**src/rtl/router_pkg.sv**
```systemverilog
// Shared definitions for the 1x3 router packet source and sink.
// Latency: n/a (types, constants and header field helpers only).
// Backpressure: n/a.
// Contents: FSM state encoding, header field positions, payload limit,
//           header field extraction helpers.
package router_pkg;

  // Sink FSM state encoding
  localparam logic [2:0] ST_IDLE    = 3'd0;
  localparam logic [2:0] ST_HDR     = 3'd1;
  localparam logic [2:0] ST_HDR_CAP = 3'd2;
  localparam logic [2:0] ST_BODY    = 3'd3;
  localparam logic [2:0] ST_DONE    = 3'd4;

  typedef enum logic [2:0] {
    IDLE    = ST_IDLE,
    HDR     = ST_HDR,
    HDR_CAP = ST_HDR_CAP,
    BODY    = ST_BODY,
    DONE    = ST_DONE
  } state_t;

  // Header byte layout: {len[5:0], addr[1:0]}
  localparam int HDR_LEN_MSB  = 7;
  localparam int HDR_LEN_LSB  = 2;
  localparam int HDR_ADDR_MSB = 1;
  localparam int HDR_ADDR_LSB = 0;

  localparam int MAX_PAYLOAD = 63;

  // Remaining-byte counters must hold MAX_PAYLOAD payload bytes plus parity
  localparam int LEFT_W = $clog2(MAX_PAYLOAD + 2);

  typedef logic [HDR_LEN_MSB-HDR_LEN_LSB:0]   len_t;
  typedef logic [HDR_ADDR_MSB-HDR_ADDR_LSB:0] addr_t;
  typedef logic [LEFT_W-1:0]                  left_t;

  function automatic len_t hdr_len(input logic [7:0] hdr);
    return hdr[HDR_LEN_MSB:HDR_LEN_LSB];
  endfunction

  function automatic addr_t hdr_addr(input logic [7:0] hdr);
    return hdr[HDR_ADDR_MSB:HDR_ADDR_LSB];
  endfunction

endpackage

```
**src/rtl/router_parity_acc.sv**
```systemverilog
// 8-bit XOR accumulator with clear, load and enable.
// Latency: result visible one cycle after load/en.
// Backpressure: none; caller gates en.
// Ports: clk, rst (sync, active-high), clr (zero), load (acc=din),
//        en (acc^=din), din[7:0], acc[7:0]. Priority: rst/clr > load > en.
module router_parity_acc (
  input  logic       clk,
  input  logic       rst,
  input  logic       clr,
  input  logic       load,
  input  logic       en,
  input  logic [7:0] din,
  output logic [7:0] acc
);

  always_ff @(posedge clk) begin
    if (rst || clr) begin
      acc <= 8'h00;
    end else if (load) begin
      acc <= din;
    end else if (en) begin
      acc <= acc ^ din;
    end
  end

endmodule

```
**src/rtl/router_pkt_sink.sv**
```systemverilog
// Drains one router output port: header, payload, parity; checks parity and address.
// Latency: pkt_done/status appear one cycle after the parity byte is captured.
// Backpressure: hold or vld_out low stops new read issues; in-flight byte still captured.
// Ports: clk, rst (sync, active-high); vld_out, dout[7:0], hold from router port;
//        read_enb to router FIFO; pkt_done, pkt_len[5:0], parity_err, addr_err,
//        pkt_cnt, err_cnt, busy status. Optional SINK_TIMEOUT_EN adds a body
//        stall timeout (TIMEOUT parameter) and the timeout_err pulse output.
module router_pkt_sink
  import router_pkg::*;
#(
  parameter logic [1:0] PORT_ADDR = 2'd0,
  parameter int         CNT_W     = 16
`ifdef SINK_TIMEOUT_EN
  ,
  parameter int         TIMEOUT   = 32
`endif
) (
  input  logic             clk,
  input  logic             rst,
  input  logic             vld_out,
  input  logic [7:0]       dout,
  input  logic             hold,
  output logic             read_enb,
  output logic             pkt_done,
  output logic [5:0]       pkt_len,
  output logic             parity_err,
  output logic             addr_err,
  output logic [CNT_W-1:0] pkt_cnt,
  output logic [CNT_W-1:0] err_cnt,
  output logic             busy
`ifdef SINK_TIMEOUT_EN
  ,
  output logic             timeout_err
`endif
);

  localparam logic [CNT_W-1:0] CNT_ONE  = 1;
  localparam left_t            LEFT_ONE = 1;

  state_t     state, state_nxt;
  logic [7:0] hdr;
  left_t      issue_left, cap_left;
  logic       rd_d;
  logic [7:0] acc;
  logic       cap, last_cap, pkt_bad;
  logic       timeout_hit;

  // Only BODY reads are data bytes; the IDLE read is consumed by HDR.
  assign cap      = rd_d && (state == BODY);
  assign last_cap = cap && (cap_left == LEFT_ONE);
  assign pkt_bad  = (acc != dout) || (hdr_addr(hdr) != PORT_ADDR);

  assign pkt_done = (state == DONE);
  assign busy     = (state != IDLE);

`ifdef SINK_TIMEOUT_EN
  localparam int STALL_W = $clog2(TIMEOUT + 1);
  localparam logic [STALL_W-1:0] STALL_ONE = 1;
  localparam logic [STALL_W-1:0] STALL_MAX = STALL_W'(TIMEOUT - 1);

  logic [STALL_W-1:0] stall_cnt;

  // Fires on the TIMEOUT-th consecutive idle, un-held body cycle.
  assign timeout_hit = (state == BODY) && !cap && !hold && (stall_cnt == STALL_MAX);

  always_ff @(posedge clk) begin
    if (rst) begin
      stall_cnt   <= '0;
      timeout_err <= 1'b0;
    end else begin
      timeout_err <= timeout_hit;
      if (state != BODY || cap) begin
        stall_cnt <= '0;
      end else if (!hold) begin
        stall_cnt <= stall_cnt + STALL_ONE;
      end
    end
  end
`else
  assign timeout_hit = 1'b0;
`endif

  router_parity_acc u_acc (
    .clk  (clk),
    .rst  (rst),
    .clr  (timeout_hit),
    .load (state == HDR),
    .en   (cap && (cap_left != LEFT_ONE)),
    .din  (dout),
    .acc  (acc)
  );

  always_ff @(posedge clk) begin
    if (rst) begin
      state <= IDLE;
    end else begin
      state <= state_nxt;
    end
  end

  always_comb begin
    state_nxt = state;
    read_enb  = 1'b0;
    case (state)
      IDLE: begin
        read_enb = vld_out && !hold;
        if (read_enb) state_nxt = HDR;
      end
      HDR:     state_nxt = HDR_CAP;
      HDR_CAP: state_nxt = BODY;
      BODY: begin
        read_enb = vld_out && !hold && (issue_left != '0);
        if (timeout_hit) begin
          state_nxt = IDLE;
        end else if (last_cap) begin
          state_nxt = DONE;
        end
      end
      DONE:    state_nxt = IDLE;
      default: state_nxt = IDLE;
    endcase
  end

  always_ff @(posedge clk) begin
    if (rst) begin
      hdr        <= 8'h00;
      issue_left <= '0;
      cap_left   <= '0;
      rd_d       <= 1'b0;
      pkt_len    <= 6'd0;
      parity_err <= 1'b0;
      addr_err   <= 1'b0;
      pkt_cnt    <= '0;
      err_cnt    <= '0;
    end else begin
      rd_d <= read_enb;
      if (state == HDR) begin
        hdr        <= dout;
        issue_left <= left_t'(hdr_len(dout)) + LEFT_ONE;
        cap_left   <= left_t'(hdr_len(dout)) + LEFT_ONE;
      end
      if (state == BODY && read_enb) begin
        issue_left <= issue_left - LEFT_ONE;
      end
      if (cap) begin
        cap_left <= cap_left - LEFT_ONE;
      end
      // The parity byte is compared as it arrives, so status is ready in DONE.
      if (last_cap) begin
        pkt_len    <= hdr_len(hdr);
        parity_err <= (acc != dout);
        addr_err   <= (hdr_addr(hdr) != PORT_ADDR);
        pkt_cnt    <= pkt_cnt + CNT_ONE;
        if (pkt_bad) err_cnt <= err_cnt + CNT_ONE;
      end
      if (timeout_hit) begin
        hdr        <= 8'h00;
        issue_left <= '0;
        cap_left   <= '0;
        err_cnt    <= err_cnt + CNT_ONE;
      end
    end
  end

endmodule

```
**config.mk**
```make
export PLATFORM = sky130hd
export DESIGN_NAME = router_pkt_sink
export DESIGN_NICKNAME = d
export VERILOG_FILES = /design/src/rtl/router_pkg.sv /design/src/rtl/router_parity_acc.sv /design/src/rtl/router_pkt_sink.sv
export SDC_FILE = /design/constraint.sdc
export NUM_CORES = 1
export LEC_CHECK = 0
export ABC_AREA = 0
export CAP_MARGIN = 20
export CORE_MARGIN = 5
export CORE_UTILIZATION = 50
export CTS_BUF_LIST = sky130_fd_sc_hd__clkbuf_2 sky130_fd_sc_hd__clkbuf_4 sky130_fd_sc_hd__clkbuf_8
export DETAILED_ROUTE_END_ITERATION = 8
export PLACE_DENSITY = 0.85
export SLEW_MARGIN = 0
export SYNTH_ARGS = -nofsm -noshare
export SYNTH_HDL_FRONTEND = slang
export SYNTH_HIERARCHICAL = 1
export SYNTH_SLANG_ARGS = --single-unit
```
**constraint.sdc**
```tcl
create_clock -name clk -period 2.5 [get_ports clk]
set_clock_uncertainty 0.2 [all_clocks]
set_input_delay 0.5 -clock clk [delete_from_list [all_inputs] [get_ports clk]]
set_output_delay 0.5 -clock clk [all_outputs]
set_load 0.03 [all_outputs]
```
[After elaboration in Yosys (flattened, before gate mapping)]
Cells that the tools add are included.
Word-level totals
  bits in registers: 74
  output and inout bits: 43
  logic and storage cells: 52
  bits of input ports: 12
Operators by class
  bitwise logic cells: 1
  $add $sub $neg: 5
  reduce and logical (&&, ||, !) cells: 17
  eq/ne operators: 9
  muxes and demuxes: 9
Operators with widths (count)
  16-bit by 1-bit adder with 16-bit output, second input constant: 2
  7-bit two-way mux: 3
  8-bit two-way mux: 2
  7-bit by 1-bit subtractor with 7-bit output, second input constant: 2
  3-bit case mux with 4 select lines: 1
  8-bit != test: 1
  2-bit nonzero test: 4
  8-bit bitwise XOR: 1
  6-bit by 1-bit adder with 7-bit output, second input constant: 1
  7-bit by 1-bit equality test with 1-bit output, second input constant: 1
  7-bit by 1-bit != test with 1-bit output, second input constant: 1
  7-bit nonzero test: 1
  3-bit by 2-bit equality test with 1-bit output, second input constant: 2
  1-bit logical AND: 6
  3-bit two-way mux: 2
  2-bit != test, second input constant: 2
  2-bit AND reduction: 2
  3-bit by 1-bit equality test with 1-bit output, second input constant: 1
  3-bit equality test, second input constant: 1
  3-bit zero test: 1
  3-bit nonzero test: 1
  1-bit case mux with 2 select lines: 1
  1-bit zero test: 1
  1-bit logical OR: 1

[Longest topological paths before layout]
  depth in word-level cells: 6
  mapped depth: 9

[Hierarchy]
The synthesis kept the hierarchy.
Modules (own cells, without submodules)
  router_pkt_sink: seq. area each 1321.3 µm², area an instance 3204.3 µm², cells each 391, instances 1
  router_parity_acc: seq. area each 160.2 µm², area an instance 417.9 µm², cells each 52, instances 1

[Worst setup path after synthesis]
No wires, ideal clock.
  kind: register to output
  from: register issue_left[0]
  to: output read_enb
  path slack: 323 ps
  stages on the path, launching flop included: 6
  required time: 1800 ps
  path buffers: 0
  arrival time: 1477 ps
  cells stage by stage: dfxtp_1 -> inv_1 -> ha_1 -> or4b_1 -> o21a_1 -> o21a_1
Between the ends
  longest elaborated chain between the ends: 3
Ends and longest elaborated chain
  start: declaration: RTL line router_pkt_sink.sv:42  | left_t issue_left, cap_left;
  start signal: assignment: RTL line router_pkt_sink.sv:139  | issue_left <= left_t'(hdr_len(dout)) + LEFT_ONE;
  start signal: assignment: RTL line router_pkt_sink.sv:143  | issue_left <= issue_left - LEFT_ONE;
  7-bit nonzero test: RTL line router_pkt_sink.sv:112  | read_enb = vld_out && !hold && (issue_left != '0);
  1-bit logical AND: RTL line router_pkt_sink.sv:112
  1-bit case mux with 2 select lines: RTL line router_pkt_sink.sv:104  | case (state)
  end: declaration: RTL line router_pkt_sink.sv:23  | output logic read_enb,
Every way passes these cells.

[Worst setup path after layout]
Same ends and word-level chain as after synthesis.

==> reports/metrics.cfg <==
[route]
drc=0
dr_total_vias=3468
ant_nets=0
drt-initial-drc-count=237
wl_per_cell_um=14.7
drt_pass1_iterations=4
viasPerCell=5.58
wl_mm=9.10

[setup_path]
cp_slowest_stage_delay_ps=460
critPathLaunch=issue_left[0]
critPathKind=reg -> out
worstPathArrival_ps=1860
cp_slowest_cell=or4b_4
path_cells=inv_2 > ha_4 > or4b_4 > o21a_1 > o21a_1 > buf_6
crit_required_ps=1800
crit_fanout=2
r2r_start=state[1]
worst_path_most_repeated_cell=o21a_1
critPathCaptureType=primary output
startpoint_type=flip-flop

[power]
pwr-share-seq_pct=46.3
power_mw=2.71
pwr-share-comb_pct=12.7
power_frac_clock_pct=40.9
netSwitchingPower_mw=0.666
p_sw_share_pct=24.6
p_leak_nw=1.64
p_int_mw=2.04
pwr_density_cell_mw_per_mm2=579
ir_drop_mv=0.342

[timing]
finalWorstSetupSlack_ps=-57.8
worst_pin_slew_ps=514
maxSlewHeadroom_pct=65.7
setup-tns-final_ps=-57.8
finalSetupViolCount=1
finalHoldViolCount=0
layout_min_cycle_time_ps=2560
post-route-period-util_pct=102
drv_slew=0
grt_setup_unrepaired=yes
fmax_mhz=391

[finish]
area_growth_syn_to_layout_pct=29.2
seq_area_mm2=0.00148
fillers=590
multi_input_area_mm2=0.00201
diodes=0
finalCoreUtilization_pct=65.6
drive_gt1_share_pct=12.3
fin_nets=536

[floorplanning]
die_w_um=95.1
dieArea_mm2=0.00905
fp.dieH_um=95.1
start_util_pct=50.8
fp-row-count=31
io_pins=55
core_area_mm2=0.00714

[placed_design]
routabilityCongestion=0.850
hpwlAfterDp_mm=6.41
io_buffers=54

[global_routing]
grt_pass1_vias=3279
grt_max_degree=30
grt_pass1_wl_mm=15.2
track_usage_pct=21.2
gr-total-overflow=0
antenna_found_initial=0

[synthesis]
synth_edf_count=0
ys_warn_count=6
seq_area_frac_synth_pct=40.9
synth.distinct_cells=55
synth_area_mm2=0.00362
synth_top_area_cell=dfxtp_1
ys_ff_latch=74
synthCells=443
syn_avg_cell_area_um2=8.18
synthFlopType=dfxtp_1
synthTopCellsByArea=dfxtp_1, a21oi_1, nand2_1, xnor2_1, nor2_1
ys_async_sr_fraction_pct=0
synth_top_area_share_pct=40.9
syn_nets=462

[clock_network]
htree_levels=3
cts_buffers=9
insertion_delay_ps=350
holdBufCountCts=0
path_clk_slew_ps=80
clock_sinks=74
root_buffer=clkbuf_8
clockBufferDepth=2
cts_tree=done

[min_path]
hp-class=reg -> reg
min_from=hdr[0]

[run_status]
status=complete, but fails checks
violations=negative setup slack

[flow_run]
maxCapViolCount=0

[layout by cell type (no fill, tap or decap), drive strengths merged, types with 10 or more instances in the layout]
| cell | Yosys | final |
|---|---|---|
| clkdlybuf4s50 | 0 | 51 |
| or3 | 11 | 11 |
| nand3 | 14 | 14 |
| nand2 | 57 | 57 |
| dfxtp | 74 | 74 |
| o21ai | 23 | 23 |
| xnor2 | 20 | 20 |
| a21oi | 56 | 56 |
| nand4 | 13 | 13 |
| buf | 8 | 31 |
| nor2 | 36 | 36 |
| nor3 | 13 | 13 |
| inv | 10 | 10 |
| clkbuf | 12 | 10 |
[Yosys cell counts, types with 3 or more instances]
| library cell | count |
|---|---|
| or4_1 | 8 |
| nor3_1 | 13 |
| nand4_1 | 13 |
| dfxtp_1 | 74 |
| o21ai_1 | 4 |
| buf_2 | 4 |
| nor2b_1 | 8 |
| clkbuf_1 | 12 |
| xnor2_1 | 20 |
| nor2_1 | 36 |
| inv_1 | 10 |
| and3_1 | 5 |
| o31ai_1 | 7 |
| nor4_1 | 5 |
| and2_1 | 4 |
| xor2_1 | 5 |
| a21oi_1 | 54 |
| nand3b_1 | 8 |
| o21ai_0 | 19 |
| or3_1 | 11 |
| nand3_1 | 14 |
| a31oi_1 | 3 |
| nand2_1 | 57 |
| ha_1 | 7 |
[layer usage]
metal | GRT usage (%) | vias up | share of wire, %
met3 | 3.87 | 16 | 5.1
met2 | 35.8 | 83 | 49
met5 | 0 | - | 0
li1 | - | 1726 | -
met1 | 26.2 | 1643 | 44
met4 | 9.13 | 0 | 1.8
[state kept, by name, indices dropped and copies added (netlist names), 3 cells and up]
| signal | count |
|---|---|
| hdr | 8 |
| issue_left | 7 |
| pkt_len | 6 |
| state | 3 |
| cap_left | 7 |
| err_cnt | 16 |
| u_acc/acc | 8 |
| pkt_cnt | 16 |
[timing repair]
action / in CTS / in global routing
pin swaps: 3 / 3
endpoints found under the hold margin: 0 / 0
buffers inserted: 5 / 1
gates resized for setup: 8 / 1
endpoints found under the setup margin: 1 / 9
[final timing paths]
path                end  slack [ps]  depth (start not counted)
max reg2reg  err_cnt[5]         170                          6
max            read_enb         -60                          6
min reg2reg      hdr[0]         260                          2
min              hdr[0]         260                          2
[layout make-up]
cell class,instances,share of cell area (%)
Clock inverter,6,2.25
Tap cell,99,2.65
Inverter,11,0.882
Clock buffer,10,2.81
Multi-Input combinational cell,338,43.0
Timing Repair Buffer,83,16.7
Sequential cell,74,31.7
[through the flow]
step	setup slack (ps)	area, um2	instances	hold WS [ps]
detailed placement	-13.0	4370	599	244
finish	-57.8	4680	621	257
global placement	71.0	4370	599	242
floorplan	323	3620	443	231
CTS	-86.7	4670	620	255
global route	-101	4680	621	268
[power groups by stage]
stage          clock network, mW  logic [mW]  registers (mW)
6_report                    1.11       0.345            1.26
5_1_grt                     1.18       0.378            1.26
4_1_cts                     1.12       0.339            1.25
3_5_place_dp                   0       0.311            1.28
3_3_place_gp                   0       0.300            1.28
2_1_floorplan                  0       0.205            1.27
[critical path, delay by kind of cell, from the launching register on]
family | cells | cell delay, ps
AOI/OAI and AO/OA | 2 | 370
DFF | 1 | 330
adders and majority gates | 1 | 130
and+or+nand+nor | 1 | 460
buffers and inverters | 2 | 210
[kinds of logic after synthesis]
family                     share of synthesized area (%)
and+or+nand+nor                                     29.2
AOI/OAI and AO/OA                                   16.5
DFF                                                 40.9
buffers and inverters                               3.97
xor gates and xnor gates                            6.04
adders and majority gates                           2.42
muxes                                              0.898
other                                              0.104
(Power assumes the default switching activity.)
==> RTL change: new RTL, same settings <==
Build with the macro `SINK_TIMEOUT_EN` defined.
--- a/src/rtl/router_pkt_sink.sv
+++ b/src/rtl/router_pkt_sink.sv
@@ -6,4 +6,6 @@
 //        pkt_cnt, err_cnt, busy status. Optional SINK_TIMEOUT_EN adds a body
 //        stall timeout (TIMEOUT parameter) and the timeout_err pulse output.
+`define SINK_TIMEOUT_EN
+
 module router_pkt_sink
   import router_pkg::*;
Behaviour (old outputs only; new: timeout_err): no difference found for any inputs over 10 cycles, from zero or initial values and one cycle with rst high; that may be too few to reach the edited logic, so the function may still have changed.
==> RTL change against the unedited design <==
- sequential cell count increased by 7
- synthesized area increased by 13%
- power increased by 0.85%
- count of clock-buffer cells in the layout unchanged
- largest power group unchanged
- cell area increased by 9.6%
- clock power decreased by 11%
- fmax increased by 6.1%
- core utilization decreased by 2.2 points
- combinational power increased by 5.8%
- worst hold slack improved by 0.00060 ns
- wire length increased by 10%
- worst setup slack improved by 0.15 ns
- highest routed layer unchanged
==> RTL change: results (changes against the unedited design) <==
global_route:
  use_met3: 0.0547  # +0.0160
  met2_usage: 0.372  # +0.0141
  grt_pass1_wl_mm: 16.9  # +11%
  met1_usage: 0.236  # -0.0259
  grtUsageTotal: 0.205  # -0.00623
  grt_pass1_vias: 3714  # +13%
  grt_start_max_net_pins: 51  # +70%
sta:
  relSlewSlack: 0.691  # +0.0332
  tns_ns: 0  # +0.0578 ns
placement:
  place_inst: 655  # +9.3%
  port-buffer-count: 55  # +1.9%
  dp_slack_ns: -0.339  # -0.326 ns
  place_hpwl_mm: 7.15  # +12%
  gp_congestion: 0.819  # -3.6%
  dpl_cell_area_um2: 4900  # +12%
logic_synthesis:
  synth_top_cells_by_area: "dfxtp_1 40%, a21oi_1 6.1%, nand2_1 5.0%"
  netlist.area_leader.share: 0.396  # -0.0131
  synth_compound_area_frac: 0.141  # -0.0233
  syn_nets: 510  # +10%
  ys_top_cells_by_count: "81 x dfxtp_1, 55 x nand2_1, 50 x a21oi_1"
  synth-seq-area-share: 0.396  # -0.0131
  synthesis.instances: 490  # +11%
  synthDistinctLibCells: 60  # +9.1%
  synthXorXnorAreaFrac: 0.0620  # +0.00155
  muxShareOfSynthArea: 0.0446  # +0.0356
power:
  irDropWorstVdd_v: 0.000442  # +29%
  pg_seq_mw: 1.38  # +9.5%
  clkPwrFrac: 0.360  # -0.049
  leakage_nw: 1.87  # +14%
  combinationalPowerShare: 0.134  # +0.007
  p_int_mw: 1.96  # -3.9%
drt:
  wl_met3_um: 531  # +14%
  drt_iter0_markers: 176  # -26%
  drtPass1Iterations: 5  # +1
  wire_per_inst_um: 14.9  # +2.0%
  wl_met2_mm: 5.20  # +17%
  via_per_inst: 5.61  # +0.50%
  wl_met1_mm: 4.16  # +3.5%
cts:
  cts.clk_slew.worst_paths_ns: 0.10  # +0.02 ns
  postCtsSetupBuffers: 0  # -5
  insertion_delay_ns: 0.37  # +0.02 ns
  postCtsHoldBufs: 0  # unchanged
  cts-resized-gates: 2  # -6
layout:
  final_layout_size_suffix_gt1_frac: 0.133  # +0.00990
worst_setup_path:
  crit_arrival_ns: 2.47  # +0.61 ns
  crit_family: "buffers and inverters"
  max_stage_delay_ns: 0.51  # +0.05 ns
  critPathSlowestCell: "clkdlybuf4s50_1"
  cp_max_fo: 6  # +4
run_status:
  status: "finished, final reports clean"
min_path:
  hold_class: "primary input to register"
[RTL change: cell types whose count changed after synthesis, moves of 4 or more]
cell,change
a21oi_1,-4
dfxtp_1,+7
mux2_1,+6
mux2_2,+6
nand3_1,+7
nand4_1,-4
nor2_1,+10
nor2b_1,+14
o21ai_0,-7
o31ai_1,-7
or3_1,-4
or4_1,-8
[RTL change: final cells by class]
cell class,count,area (um2)
Fill cell,699,2960
Multi-Input combinational cell,373,2340
Sequential cell,81,1620
Timing Repair Buffer,85,795
Clock buffer,10,131
Tap cell,105,131
Clock inverter,6,68.8
Inverter,11,41.3
[RTL change: final timing paths]
check	slack, ns	cells after the start	end	start
setup / recovery	0.09	7	err_cnt[15]$_SDFFE_PP0P_	hold
hold / removal	0.26	2	pkt_cnt[10]$_SDFFE_PP0P_	rst
setup reg to reg	0.21	7	err_cnt[15]$_SDFFE_PP0P_	cap_left[0]$_SDFFE_PP0P_
hold reg to reg	0.26	2	hdr[4]$_SDFFE_PP0P_	hdr[4]$_SDFFE_PP0P_
